**src/rtl/decoder_4_16_pkg.sv**
```systemverilog
// decoder_4_16_pkg: shared widths and the index-to-one-hot decode function
package decoder_4_16_pkg;
    localparam int SEL_W = 16;
    localparam int IDX_W = 5;
    localparam logic [IDX_W-1:0] IDX_NONE = IDX_W'(SEL_W);
    typedef struct packed {
        logic             bad;
        logic             none;
        logic [SEL_W-1:0] sel;
    } dec_t;
    function automatic dec_t decode(input logic [IDX_W-1:0] idx);
        return '{bad: idx > IDX_NONE, none: idx == IDX_NONE,
                 sel: idx < IDX_NONE ? SEL_W'(1) << idx[IDX_W-2:0] : '0};
    endfunction
endpackage

```
**src/rtl/decoder_4_16_if.sv**
```systemverilog
// decoder_4_16_if: index input, one-hot output and error signals of the decoder
interface decoder_4_16_if #(
    parameter int SEL_W = decoder_4_16_pkg::SEL_W,
    parameter int IDX_W = decoder_4_16_pkg::IDX_W
);
    logic [IDX_W-1:0] in_idx;
    logic             in_valid;
    logic             in_ready;
    logic [SEL_W-1:0] out_select;
    logic             out_none;
    logic             out_valid;
    logic             out_ready;
    logic             err;
    logic [IDX_W-1:0] err_idx;
    logic             err_clr;
    modport master (output in_idx, in_valid, out_ready, err_clr,
                    input  in_ready, out_select, out_none, out_valid, err, err_idx);
    modport slave  (input  in_idx, in_valid, out_ready, err_clr,
                    output in_ready, out_select, out_none, out_valid, err, err_idx);
endinterface

```
**src/rtl/decoder_4_16_skid_buf_2.sv**
```systemverilog
// skid_buf_2: two-entry valid/ready skid buffer, output register O backed by skid register S
module skid_buf_2 #(
    parameter int W = 17
) (
    input  logic         clk,
    input  logic         rst_n,
    input  logic [W-1:0] in_data_i,
    input  logic         in_valid_i,
    output logic         in_ready_o,
    output logic [W-1:0] out_data_o,
    output logic         out_valid_o,
    input  logic         out_ready_i
);
    logic [W-1:0] o_q, o_d, s_q, s_d;
    logic         o_v_q, o_v_d, s_v_q, s_v_d;
    logic         push, pop, o_load, s_load;
    assign in_ready_o  = !s_v_q;
    assign out_data_o  = o_q;
    assign out_valid_o = o_v_q;
    always_comb begin
        pop    = o_v_q && out_ready_i;
        push   = in_valid_i && !s_v_q;
        o_load = push && (!o_v_q || pop);
        s_load = push && o_v_q && !pop;
        o_d    = (s_v_q && pop) ? s_q : o_load ? in_data_i : o_q;
        o_v_d  = pop ? (s_v_q || push) : (o_v_q || push);
        s_d    = s_load ? in_data_i : s_q;
        s_v_d  = s_v_q ? !pop : s_load;
    end
    always_ff @(posedge clk or negedge rst_n) begin
        if (!rst_n) begin
            o_q   <= '0;
            o_v_q <= 1'b0;
            s_q   <= '0;
            s_v_q <= 1'b0;
        end else begin
            o_q   <= o_d;
            o_v_q <= o_v_d;
            s_q   <= s_d;
            s_v_q <= s_v_d;
        end
    end
endmodule

```
**src/rtl/decoder_4_16.sv**
```systemverilog
// decoder_4_16: registered index-to-one-hot decoder with skid buffering and sticky range error
module decoder_4_16 #(
    parameter int SEL_W = decoder_4_16_pkg::SEL_W,
    parameter int IDX_W = decoder_4_16_pkg::IDX_W
) (
    input logic           clk,
    input logic           rst_n,
    decoder_4_16_if.slave bus
);
    decoder_4_16_pkg::dec_t d;
    logic                   acc_bad, err_q, err_d;
    logic [IDX_W-1:0]       err_idx_q, err_idx_d;
    assign d = decoder_4_16_pkg::decode(bus.in_idx);
    // out-of-range indices are accepted but never reach the buffer
    skid_buf_2 #(.W(SEL_W + 1)) u_skid (
        .clk         (clk),
        .rst_n       (rst_n),
        .in_data_i   ({d.none, d.sel}),
        .in_valid_i  (bus.in_valid && !d.bad),
        .in_ready_o  (bus.in_ready),
        .out_data_o  ({bus.out_none, bus.out_select}),
        .out_valid_o (bus.out_valid),
        .out_ready_i (bus.out_ready)
    );
    always_comb begin
        acc_bad   = bus.in_valid && bus.in_ready && d.bad;
        err_d     = acc_bad ? 1'b1 : bus.err_clr ? 1'b0 : err_q;
        err_idx_d = (acc_bad && (!err_q || bus.err_clr)) ? bus.in_idx :
                    bus.err_clr ? '0 : err_idx_q;
    end
    always_ff @(posedge clk or negedge rst_n) begin
        if (!rst_n) begin
            err_q     <= 1'b0;
            err_idx_q <= '0;
        end else begin
            err_q     <= err_d;
            err_idx_q <= err_idx_d;
        end
    end
    assign bus.err     = err_q;
    assign bus.err_idx = err_idx_q;
endmodule
```
**src/flat_wrapper.sv**
```systemverilog
// flat-port wrapper written by rule: the top's interface ports become plain ports
module decoder_4_16_flat 
#(
    parameter int SEL_W = decoder_4_16_pkg::SEL_W,
    parameter int IDX_W = decoder_4_16_pkg::IDX_W
)
  (clk, rst_n, bus_in_idx, bus_in_valid, bus_out_ready, bus_err_clr, bus_in_ready, bus_out_select, bus_out_none, bus_out_valid, bus_err, bus_err_idx);
  decoder_4_16_if #(.SEL_W(SEL_W), .IDX_W(IDX_W)) bus_i ();
  input logic clk;
  input logic rst_n;
  input wire logic [$bits(bus_i.in_idx)-1:0] bus_in_idx;
  input wire logic [$bits(bus_i.in_valid)-1:0] bus_in_valid;
  input wire logic [$bits(bus_i.out_ready)-1:0] bus_out_ready;
  input wire logic [$bits(bus_i.err_clr)-1:0] bus_err_clr;
  output wire logic [$bits(bus_i.in_ready)-1:0] bus_in_ready;
  output wire logic [$bits(bus_i.out_select)-1:0] bus_out_select;
  output wire logic [$bits(bus_i.out_none)-1:0] bus_out_none;
  output wire logic [$bits(bus_i.out_valid)-1:0] bus_out_valid;
  output wire logic [$bits(bus_i.err)-1:0] bus_err;
  output wire logic [$bits(bus_i.err_idx)-1:0] bus_err_idx;
  assign bus_i.in_idx = bus_in_idx;
  assign bus_i.in_valid = bus_in_valid;
  assign bus_i.out_ready = bus_out_ready;
  assign bus_i.err_clr = bus_err_clr;
  assign bus_in_ready = bus_i.in_ready;
  assign bus_out_select = bus_i.out_select;
  assign bus_out_none = bus_i.out_none;
  assign bus_out_valid = bus_i.out_valid;
  assign bus_err = bus_i.err;
  assign bus_err_idx = bus_i.err_idx;
  decoder_4_16 #(.SEL_W(SEL_W), .IDX_W(IDX_W)) u_core (.clk(clk), .rst_n(rst_n), .bus(bus_i));
endmodule
```
**config.mk**
```make
export PLATFORM = sky130hd
export DESIGN_NAME = decoder_4_16_flat
export DESIGN_NICKNAME = d
export VERILOG_FILES = /design/src/rtl/decoder_4_16_pkg.sv /design/src/rtl/decoder_4_16_if.sv /design/src/rtl/decoder_4_16_skid_buf_2.sv /design/src/rtl/decoder_4_16.sv /design/src/flat_wrapper.sv
export SDC_FILE = /design/constraint.sdc
export NUM_CORES = 1
export LEC_CHECK = 0
export CORE_AREA = 8 8 75 77
export DETAILED_ROUTE_END_ITERATION = 8
export DIE_AREA = 0 0 83 85
export HOLD_SLACK_MARGIN = 0.08
export PLACE_DENSITY = 0.74
export SLEW_MARGIN = 20
export SYNTH_ARGS = -nofsm -noshare
export SYNTH_HDL_FRONTEND = slang
export SYNTH_HIERARCHICAL = 1
export SYNTH_SLANG_ARGS = --single-unit
```
**constraint.sdc**
```tcl
create_clock -name clk -period 1.3 [get_ports clk]
set_input_delay 0.13 -clock clk [delete_from_list [all_inputs] [get_ports clk]]
set_output_delay 0.13 -clock clk [all_outputs]
set_load 0.03 [all_outputs]
```
Yosys cells after proc, flatten, opt, wreduce, memory -nomap -nowiden --
Index checks and enable logic that the tools add are counted.
Word-level totals: bits in registers 42, input bits 10, output and inout bits 25, logic and storage cells 41
Cells by class: order comparisons 2, equality and inequality tests 1, shift operators 1, multiplexer cells 9, reductions and logical operators 22
Operator list (number):
- two-way mux 17 bit | 2
- two-way mux 16 bit | 1
- << shifter 1 x 4 -> 16 bit (first input constant) | 1
- logical AND 1 bit | 10
- two-way mux 5 bit | 2
- nonzero test 2 bit | 3
- equality test 5 bit (second input constant) | 1
- > comparator 5 bit (second input constant) | 1
- zero test 1 bit | 5
- less-than comparator 5 bit (second input constant) | 1
- logical OR 1 bit | 4
- two-way mux 1 bit | 4

Logic depth before layout (Yosys ltp) --
Gate-level depths: netlist (run 1).
depth after elaboration 7, gate-level depth with buffers 7, gate-level depth less buffers 5

By module --
The synthesis (run 1) kept the hierarchy.
By module, submodules not included:
- skid_buf_2 | times used 1, cells an instance 104, area an instance 1577.8 sq um, seq. area each 900.9 sq um
- decoder_4_16 | times used 1, cells an instance 56, area an instance 444.2 sq um, seq. area each 150.1 sq um

Worst setup path after synthesis (run 1) --
Ideal clock, no wire load.
path type in2reg, from input port bus_in_idx[1], to register u_core.u_skid.s_q[10], setup time 125 ps, data arrival time 2098 ps, required time 1175 ps, slack -923 ps, stages on the path 7, buffers on the path 2, path through buf_2 -> or4_4 -> a21boi_0 -> nand2b_4 -> nor2_8 -> buf_6 -> mux2_4
On the way: longest elaborated chain between the ends 6, elaborated cells between the ends (all ways) 9, those cells by class order compare: 2; shift: 1; mux: 1; reduce/logical: 5
Ends and longest elaborated chain:
- from (decl) | RTL line flat_wrapper.sv:11 | input wire logic [$bits(bus_i.in_idx)-1:0] bus_in_idx;
- > comparator 5 bit | RTL line decoder_4_16_pkg.sv:12 | return '{bad: idx > IDX_NONE, none: idx == IDX_NONE,
- zero test 1 bit | RTL line decoder_4_16.sv:19 | .in_valid_i (bus.in_valid && !d.bad),
- logical AND 1 bit | RTL line decoder_4_16.sv:19
- logical AND 1 bit | RTL line decoder_4_16_skid_buf_2.sv:22 | push = in_valid_i && !s_v_q;
- logical AND 1 bit (2 in a row) | RTL line decoder_4_16_skid_buf_2.sv:24 | s_load = push && o_v_q && !pop;
- to (signal assigned) | RTL line decoder_4_16_skid_buf_2.sv:34 | s_q <= '0;
- to (signal assigned) | RTL line decoder_4_16_skid_buf_2.sv:39 | s_q <= s_d;
- to (decl) | RTL line decoder_4_16_skid_buf_2.sv:14 | logic [W-1:0] o_q, o_d, s_q, s_d;
Several ways; a longest one is shown, not always the timed one. A chain may end at the register's enable or synchronous reset.

Worst setup path after layout (run 1) --
from input port bus_in_idx[3], to register u_core.u_skid.o_q[11] (netlist: u_core/u_skid/out_data_o[11])
On the way: longest elaborated chain between the ends 6, elaborated cells between the ends (all ways) 11, those cells by class order compare: 2; shift: 1; mux: 3; reduce/logical: 5
Ends and longest elaborated chain:
- > comparator 5 bit | RTL line decoder_4_16_pkg.sv:12
- zero test 1 bit | RTL line decoder_4_16.sv:19
- logical AND 1 bit | RTL line decoder_4_16.sv:19
- logical AND 1 bit | RTL line decoder_4_16_skid_buf_2.sv:22
- logical AND 1 bit | RTL line decoder_4_16_skid_buf_2.sv:23 | o_load = push && (!o_v_q || pop);
- nonzero test 2 bit (no source line)
- to (signal assigned) | RTL line decoder_4_16_skid_buf_2.sv:32 | o_q <= '0;
- to (signal assigned) | RTL line decoder_4_16_skid_buf_2.sv:37 | o_q <= o_d;
- to (decl) | RTL line decoder_4_16_skid_buf_2.sv:14
Several ways; a longest one is shown, not always the timed one. The select of a mux whose other input is x is not followed.

==> Flow_metrics.wiki, run 1 <==
{| class="wikitable"
! Metric !! Value
|-
| CORE AREA || ~0.0045 mm2
|-
| DR vias || 1491
|-
| Number of placed I/O pins || 35
|-
| Highest ir drop seen on vdd || 1016 uV
|-
| Max Fanout on Critical Path || 13
|-
| Overall die height || around 85 um
|-
| Antenna violations before repair || 0
|-
| Routed len/inst || 17.73 um
|-
| CTS tree || built
|-
| Number of synthesis warnings || 6
|-
| Critical-path cell with the highest stage delay || sky130_fd_sc_hd__or4_4
|-
| Share of final-layout standard cells stronger than drive strength 1 || 38.46%
|-
| Slew at the pin closest to its max-slew limit || between 400 and 500 ps
|-
| Share of the yosys chip area belonging to registers || approximately half
|-
| Final Hold Violating Endpoints || 0
|-
| Violations in the final reports || negative setup slack
|-
| Power dissipated by switching net loads || approximately 2.1 mW
|-
| Number of flops mapped to enable cells by yosys || 0
|-
| Buffering stage count on the worst path with inverters included || 3
|-
| Commonest non-fill, non-tap cell in the layout || sky130_fd_sc_hd__dfrtp_1
|-
| Number of cells on the worst reg-to-reg path || 5
|-
| Endpoint class of the critical path || register
|-
| Net count, final || 230
|-
| CTS Buf Count || 5
|-
| Row count || 25
|-
| Required time at the worst-slack endpoint || 1540 ps
|-
| Layout Area Growth over Synthesis || 38.99%
|-
| Number of standard cells after synthesis || 160
|-
| Maximum number of pins on one net before global-route repair || 25
|-
| Share of power burned in combinational logic || between 40% and 50%
|-
| Worst Path Class, Setup || in -> reg
|-
| Fmax || between 600 and 700 MHz
|-
| Overflow left after global routing || 0
|-
| Detail Route Antenna Nets || 0
|-
| # fillers || between 300 and 400
|-
| Insertion delay of the later-clocked pin in the worst-skew pair || about 300 ps
|-
| Avg Synthesized Cell Area || 12.64 um2
|-
| Max-slew violation count || 0
|-
| Clock skew after layout || roughly 3.3 ps
|-
| Netlist cell types || 37
|-
| Effective utilization at floorplan || between 40% and 50%
|-
| Top flip-flop cell by instance count after synthesis || sky130_fd_sc_hd__dfrtp_1
|-
| Synthesized netlist net count || between 150 and 200
|-
| Final setup slack of the worst path || -196.9 ps
|-
| Residual DRC || 0
|-
| Clock-pin slew on the worst setup and hold paths || 80 ps
|-
| HP Class || in -> reg
|-
| Maximum cell stage delay along the critical path || approximately 550 ps
|-
| Buffers from clock root to sink, at most || 2
|-
| Overall fraction of global-route tracks in use || between 10 and 15%
|-
| Routability Congestion || ~0.80
|-
| Worst path depth || 8
|-
| Status || finished, violations left
|-
| Buffer type at the clock tree root || sky130_fd_sc_hd__clkbuf_8
|-
| Biggest area consumer among synthesized cells || sky130_fd_sc_hd__dfrtp_1
|-
| Detailed router's first-iteration violation count || between 40 and 50
|-
| MaxCap Viol Count || 0
|-
| Cell class contributing the biggest share of worst-path delay || simple AND/OR/NAND/NOR gates
|-
| P_int || 3.650 mW
|-
| Final worst-path cycle share || 115.1%
|-
| Diodes inserted || 0
|-
| Number of buffers inserted by port buffering || 34
|-
| PwrDens || ~2000 mW/mm2
|-
| Static leakage || approximately 1.3 nW
|-
| Worst max-slew margin expressed relative to the limit || 69.22%
|-
| Highest-count cells in the layout ignoring fill and taps || 41 x sky130_fd_sc_hd__dfrtp_1, 23 x sky130_fd_sc_hd__dlygate4sd2_1, 17 x sky130_fd_sc_hd__mux2_4, 16 x sky130_fd_sc_hd__buf_4, 11 x sky130_fd_sc_hd__nor2_1
|-
| CTS Sinks || 42
|-
| Minimum setup slack after placement || -839.6 ps
|-
| Area of the die || approximately 0.0071 mm2
|-
| Post-detailed-placement half-perimeter wirelength || roughly 3.4 mm
|-
| Sequential Power Share || between 30 and 40%
|-
| Number of cells traversed by the worst hold path || 3
|-
| Drt pass-1 iters || 4
|-
| Biggest area contributors in the synthesized netlist || sky130_fd_sc_hd__dfrtp_1 52%, sky130_fd_sc_hd__mux2_4 7.4%, sky130_fd_sc_hd__o221a_1 5.6%, sky130_fd_sc_hd__mux2_2 3.9%, sky130_fd_sc_hd__o221a_2 3.9%
|-
| Accumulated negative setup slack || -5867 ps
|-
| Drt total wl || 4.875 mm
|-
| Number of standard cells in the layout, taps in and fillers out || 275
|-
| Clock group share of total power || between 20% and 30%
|-
| Unrepaired setup endpoints after global routing || yes
|-
| Total placed cells including tap cells || ~260
|-
| H-tree levels || 2
|-
| Post-Syn Area || roughly 0.002 mm2
|-
| Design Power || 5.769 mW
|-
| Number of global-route vias before repair || 1621
|-
| Shortest clock period the worst path allows after layout || about 1500 ps
|-
| Setup violation total in the final timing report || 36
|-
| Ordered list of cells on the worst path || buf_6 > or4_4 > a21boi_4 > nand2b_4 > buf_6 > a21boi_4 > buf_12 > o221a_1
|-
| Switching Fraction || 36.73%
|-
| Post-synth ARST share || 100.0%
|-
| Endpoint arrival time on the critical path || ~1700 ps
|-
| Type of origin of the critical path || input pin
|-
| Die span in x || 83 um
|-
| Average via count per standard cell || 5.422
|-
| Register bit count reported by yosys || between 40 and 50
|-
| Global-route wire length before repair || between 8 and 9 mm
|-
| Area fraction of the dominant cell type after synthesis || 51.98%
|}
-- metal layers --
metal	vias to the layer above	GRT usage, %	routed length (um)
met5	-	0	0
met1	739	17.22	2144
met3	8	5.556	360
met2	45	21.43	2299
li1	699	-	-
met4	0	4.473	70
-- final cells by class --
| class | instances | area, um2 | area share, % |
|---|---|---|---|
| clock buffers | 5 | 68.82 | 2.449 |
| clock inverters | 3 | 68.82 | 2.449 |
| inverters | 3 | 18.77 | 0.6679 |
| multi-input cells | 107 | 949.7 | 33.79 |
| flip-flops and latches | 42 | 1052 | 37.44 |
| well taps | 54 | 67.56 | 2.404 |
| repair buffers | 61 | 584.3 | 20.79 |
-- per-stage QoR --
step / instance area (um2) / util [%] / hold slack [ps]
floorplan: 2042 / - / -165.6
global placement: 2586 / 57.02 / 86.26
detailed placement: 2586 / 57.02 / 106.5
CTS: 2799 / 61.71 / 210.3
global route: 2810 / 61.96 / 231.0
finish: 2810 / 61.96 / 218.9
-- tightest hold or removal path: cells and delay by family --
kind | cells | cell delay (ps)
buf+inv | 2 | 210
compound gates | 1 | 150
-- final timing paths --
check	end	slack, ps	start
setup / recovery	u_core/u_skid/out_data_o[11]	-200	bus_in_idx[3]
max in group asynchronous	u_core/u_skid/s_q[16]	500	rst_n
setup reg to reg	u_core/u_skid/out_data_o[11]	-70	u_core/u_skid/s_v_q
hold reg to reg	u_core/bus.err_idx[0]	500	u_core/bus.err_idx[0]
min in group asynchronous	u_core/u_skid/out_data_o[8]	310	rst_n
hold / removal	u_core/bus.err_idx[3]	220	bus_in_idx[3]
-- sequential cells by signal, indices dropped and copies added (netlist names) --
register and flops:
u_core/bus.err_idx 5, u_core/bus.err 1, u_core/u_skid/s_q 17, u_core/u_skid/s_v_q 1, u_core/u_skid/out_data_o 17, u_core/u_skid/out_valid_o 1
-- repair_timing --
item,4_1_cts,5_1_grt
setup endpoints to repair,63,38
hold buffers,1,0
gates resized for setup,56,6
buffers inserted,2,0
cloned,1,1
hold endpoints to repair,18,0
pin swaps,5,6
-- cells in the mapped netlist (3+ instances only) --
master,instances
sky130_fd_sc_hd__nand2_1,10
sky130_fd_sc_hd__or2_1,4
sky130_fd_sc_hd__dfrtp_1,42
sky130_fd_sc_hd__inv_1,3
sky130_fd_sc_hd__mux2_2,7
sky130_fd_sc_hd__or2_2,7
sky130_fd_sc_hd__o221a_1,10
sky130_fd_sc_hd__nor2b_1,3
sky130_fd_sc_hd__or2_0,6
sky130_fd_sc_hd__clkbuf_1,3
sky130_fd_sc_hd__nor3_1,3
sky130_fd_sc_hd__mux2_4,10
sky130_fd_sc_hd__a22o_1,4
sky130_fd_sc_hd__buf_6,3
sky130_fd_sc_hd__nor2_1,11
sky130_fd_sc_hd__o221a_2,7
-- power groups by stage --
stage	combinational (mW)	sequential, mW	clock (mW)
floorplan	0.912	2.59	0
global placement	2.61	1.96	0
detailed placement	2.67	1.99	0
CTS	2.56	1.96	1.26
global route	2.74	2.02	1.31
finish	2.58	1.95	1.24
-- cells by family after synthesis --
group	count (synthesis)	share of synthesized area [%]
AOI/OAI and AO/OA	28	14.54
DFF	42	51.98
and+or+nand+nor	62	18.87
muxes	17	11.32
buffers and inverters	11	3.280
Power figures use the tool's default switching activity.
==> inputs of run 2 (changes only) <==
--- a/config.mk
+++ b/config.mk
@@ -8,6 +8,8 @@
 export CORE_AREA = 8 8 75 77
 export DETAILED_ROUTE_END_ITERATION = 8
 export DIE_AREA = 0 0 83 85
+export GPL_ROUTABILITY_DRIVEN = 1
+export GPL_TIMING_DRIVEN = 0
 export HOLD_SLACK_MARGIN = 0.08
 export PLACE_DENSITY = 0.74
 export SLEW_MARGIN = 20
==> Flow_metrics.wiki, run 2 (synthesis gave the netlist of run 1 again) <==
{| class="wikitable"
! Metric !! Value
|-
| Status || finished, violations left
|-
| Violations in the final reports || negative setup slack
|-
| Required time at the worst-slack endpoint || 1540 ps (about the same)
|-
| Shortest clock period the worst path allows after layout || 1554 ps (+57.56 ps)
|-
| DR vias || 1444 (-3.2%)
|-
| Antenna violations before repair || 0 (unchanged)
|-
| Max Fanout on Critical Path || 10 (-3)
|-
| Buffers from clock root to sink, at most || 2 (unchanged)
|-
| Area of the die || 0.007055 mm2 (unchanged)
|-
| Commonest non-fill, non-tap cell in the layout || sky130_fd_sc_hd__dfrtp_1
|-
| Detailed router's first-iteration violation count || 89 (+110%)
|-
| Clock skew after layout || 6.219 ps (+2.918 ps)
|-
| Number of placed I/O pins || 35 (unchanged)
|-
| Final Hold Violating Endpoints || 0 (unchanged)
|-
| Detail Route Antenna Nets || 0 (unchanged)
|-
| Overflow left after global routing || 0 (unchanged)
|-
| Share of power burned in combinational logic || 42.7% (-2.0 points)
|-
| Post-detailed-placement half-perimeter wirelength || 3.061 mm (-9.4%)
|-
| Average via count per standard cell || 5.388 (-0.62%)
|-
| P_int || 3.547 mW (-2.8%)
|-
| H-tree levels || 2 (unchanged)
|-
| Worst Path Class, Setup || in -> reg
|-
| Drt pass-1 iters || 4 (unchanged)
|-
| Switching Fraction || 36.94% (+0.21 points)
|-
| Worst max-slew margin expressed relative to the limit || 73.28% (+4.1 points)
|-
| Design area || 0.002755 mm2 (-2.0%)
|-
| Fmax || 643.3 MHz (-3.7%)
|-
| CTS Sinks || 42 (unchanged)
|-
| Reg2Reg Setup Slack || -140 ps (-70 ps)
|-
| # fillers || 367 (+7.6%)
|-
| Post-placement cell area || 0.002435 mm2 (-5.9%)
|-
| Setup violation total in the final timing report || 34 (-5.6%)
|-
| Effective utilization at floorplan || 44.58% (unchanged)
|-
| Post-route worst hold slack || 101.1 ps (-117.9 ps)
|-
| CORE AREA || 0.004536 mm2 (unchanged)
|-
| Static leakage || 1.278 nW (-2.5%)
|-
| Share of final-layout standard cells stronger than drive strength 1 || 35.98% (-2.5 points)
|-
| Clock group share of total power || 22.1% (+0.6 points)
|-
| Drt total wl || 4.794 mm (-1.7%)
|-
| CTS Buf Count || 5 (unchanged)
|-
| Endpoint class of the critical path || register
|-
| Final worst-path cycle share || 119.6% (+4.4 points)
|-
| PwrDens || 2041 mW/mm2 (-0.57%)
|-
| Type of origin of the critical path || input pin
|-
| Highest ir drop seen on vdd || 1299 uV (+28%)
|-
| Number of global-route vias before repair || 1516 (-6.5%)
|-
| Multi-input gate area || 958.4 um2 (+0.92%)
|-
| Number of standard cells in the layout, taps in and fillers out || 268 (-2.5%)
|-
| Insertion delay of the later-clocked pin in the worst-skew pair || 300 ps (about the same)
|-
| Global-route wire length before repair || 7.941 mm (-2.8%)
|-
| Power dissipated by switching net loads || 2.078 mW (-2.0%)
|-
| Maximum number of pins on one net before global-route repair || 30 (+20%)
|-
| Net count, final || 223 (-3.0%)
|-
| Unrepaired setup endpoints after global routing || yes
|-
| Overall fraction of global-route tracks in use || 13.85% (-0.039 points)
|-
| Sequential Power Share || 35.2% (+1.4 points)
|-
| Highest-count cells in the layout ignoring fill and taps || 41 x sky130_fd_sc_hd__dfrtp_1, 23 x sky130_fd_sc_hd__dlygate4sd2_1, 17 x sky130_fd_sc_hd__mux2_4, 11 x sky130_fd_sc_hd__nor2_1
|-
| Clock-pin slew on the worst setup and hold paths || 80 ps (about the same)
|-
| Buffer type at the clock tree root || sky130_fd_sc_hd__clkbuf_8
|-
| Final setup slack of the worst path || -254.4 ps (-57.56 ps)
|-
| Endpoint arrival time on the critical path || 1790 ps (+50 ps)
|-
| Row count || 25 (unchanged)
|-
| MaxCap Viol Count || 0 (unchanged)
|-
| Routed len/inst || 17.89 um (+0.91%)
|-
| Layout Area Growth over Synthesis || 36.26%
|-
| Diodes inserted || 0 (unchanged)
|-
| CTS tree || built
|-
| Total placed cells including tap cells || 246 (-6.5%)
|-
| Residual DRC || 0 (unchanged)
|-
| Number of buffers inserted by port buffering || 31 (-8.8%)
|-
| Routability Congestion || 0.7545 (-5.4%)
|-
| Overall die height || 85 um (unchanged)
|-
| Storage cell area || 0.001052 mm2 (unchanged)
|-
| Max-slew violation count || 0 (unchanged)
|-
| HP Class || in -> reg
|-
| Slew at the pin closest to its max-slew limit || 399.9 ps (-61.87 ps)
|-
| Die span in x || 83 um (unchanged)
|}
## run 2: repair_timing
action                                  in CTS  in global routing
cloned                                       1                  0
endpoints found under the hold margin       42                  0
pin swaps                                    4                  3
hold buffers                                 1                  0
gates resized for setup                     56                 13
buffers inserted                            14                  1
endpoints found under the setup margin      67                 34
## run 2: final cells by class
cell class	instances	area share, %
Clock buffer	5	2.498
Clock inverter	3	2.498
Tap cell	54	2.452
Multi-Input combinational cell	107	34.79
Buffer	7	2.452
Timing Repair Buffer	47	16.71
Sequential cell	42	38.19
Inverter	3	0.4087
## run 2: stage by stage
step | setup WS, ps | utilization, % | power [mW] | TNS, ps
finish | -254.4 | 60.74 | 5.624 | -7480
detailed placement | -1175 | 53.68 | 4.459 | -40600
global placement | -1180 | 53.35 | 4.417 | -81750
global route | -297.1 | 60.74 | 5.891 | -8474
CTS | -293.7 | 60.80 | 5.633 | -8657
floorplan | -553.0 | - | 3.506 | -15000
## run 2: worst max-delay path, stage by stage
cell                       delay, ps
sky130_fd_sc_hd__buf_12          100
sky130_fd_sc_hd__or4_4           550
sky130_fd_sc_hd__a21boi_4        210
sky130_fd_sc_hd__nand2b_4        100
sky130_fd_sc_hd__buf_6           130
sky130_fd_sc_hd__a21boi_4        200
sky130_fd_sc_hd__buf_6           180
sky130_fd_sc_hd__o221a_1         190
## run 2: power groups by stage
| stage | combinational (mW) | clock [mW] | sequential [mW] |
|---|---|---|---|
| floorplan | 0.912 | 0 | 2.59 |
| global placement | 2.42 | 0 | 1.99 |
| detailed placement | 2.47 | 0 | 1.99 |
| CTS | 2.39 | 1.28 | 1.97 |
| global route | 2.54 | 1.32 | 2.04 |
| finish | 2.40 | 1.24 | 1.98 |
## run 2: layer usage
| layer | global-route usage, % | share of wire, % | vias to the layer above | wire length [um] |
|---|---|---|---|---|
| li1 | - | - | 683 | - |
| met1 | 17.32 | 46 | 714 | 2192 |
| met2 | 21.64 | 48 | 40 | 2299 |
| met3 | 4.119 | 4.9 | 7 | 234 |
| met4 | 5.911 | 1.4 | 0 | 68 |
| met5 | 0 | 0 | - | 0 |
## run 2: path summary, 6_finish.rpt
| kind | cells after the start | start | end |
|---|---|---|---|
| worst max-delay path | 8 | bus_in_idx[3] | u_core/u_skid/out_data_o[7] |
| worst min-delay path | 2 | bus_in_idx[0] | u_core/bus.err_idx[0] |
| worst max register to register | 5 | u_core/u_skid/s_v_q | u_core/u_skid/out_data_o[7] |
| worst min register to register | 1 | u_core/bus.err_idx[1] | u_core/bus.err_idx[1] |
| max in group asynchronous | 3 | rst_n | u_core/u_skid/out_valid_o |
| min in group asynchronous | 2 | rst_n | u_core/u_skid/out_data_o[9] |
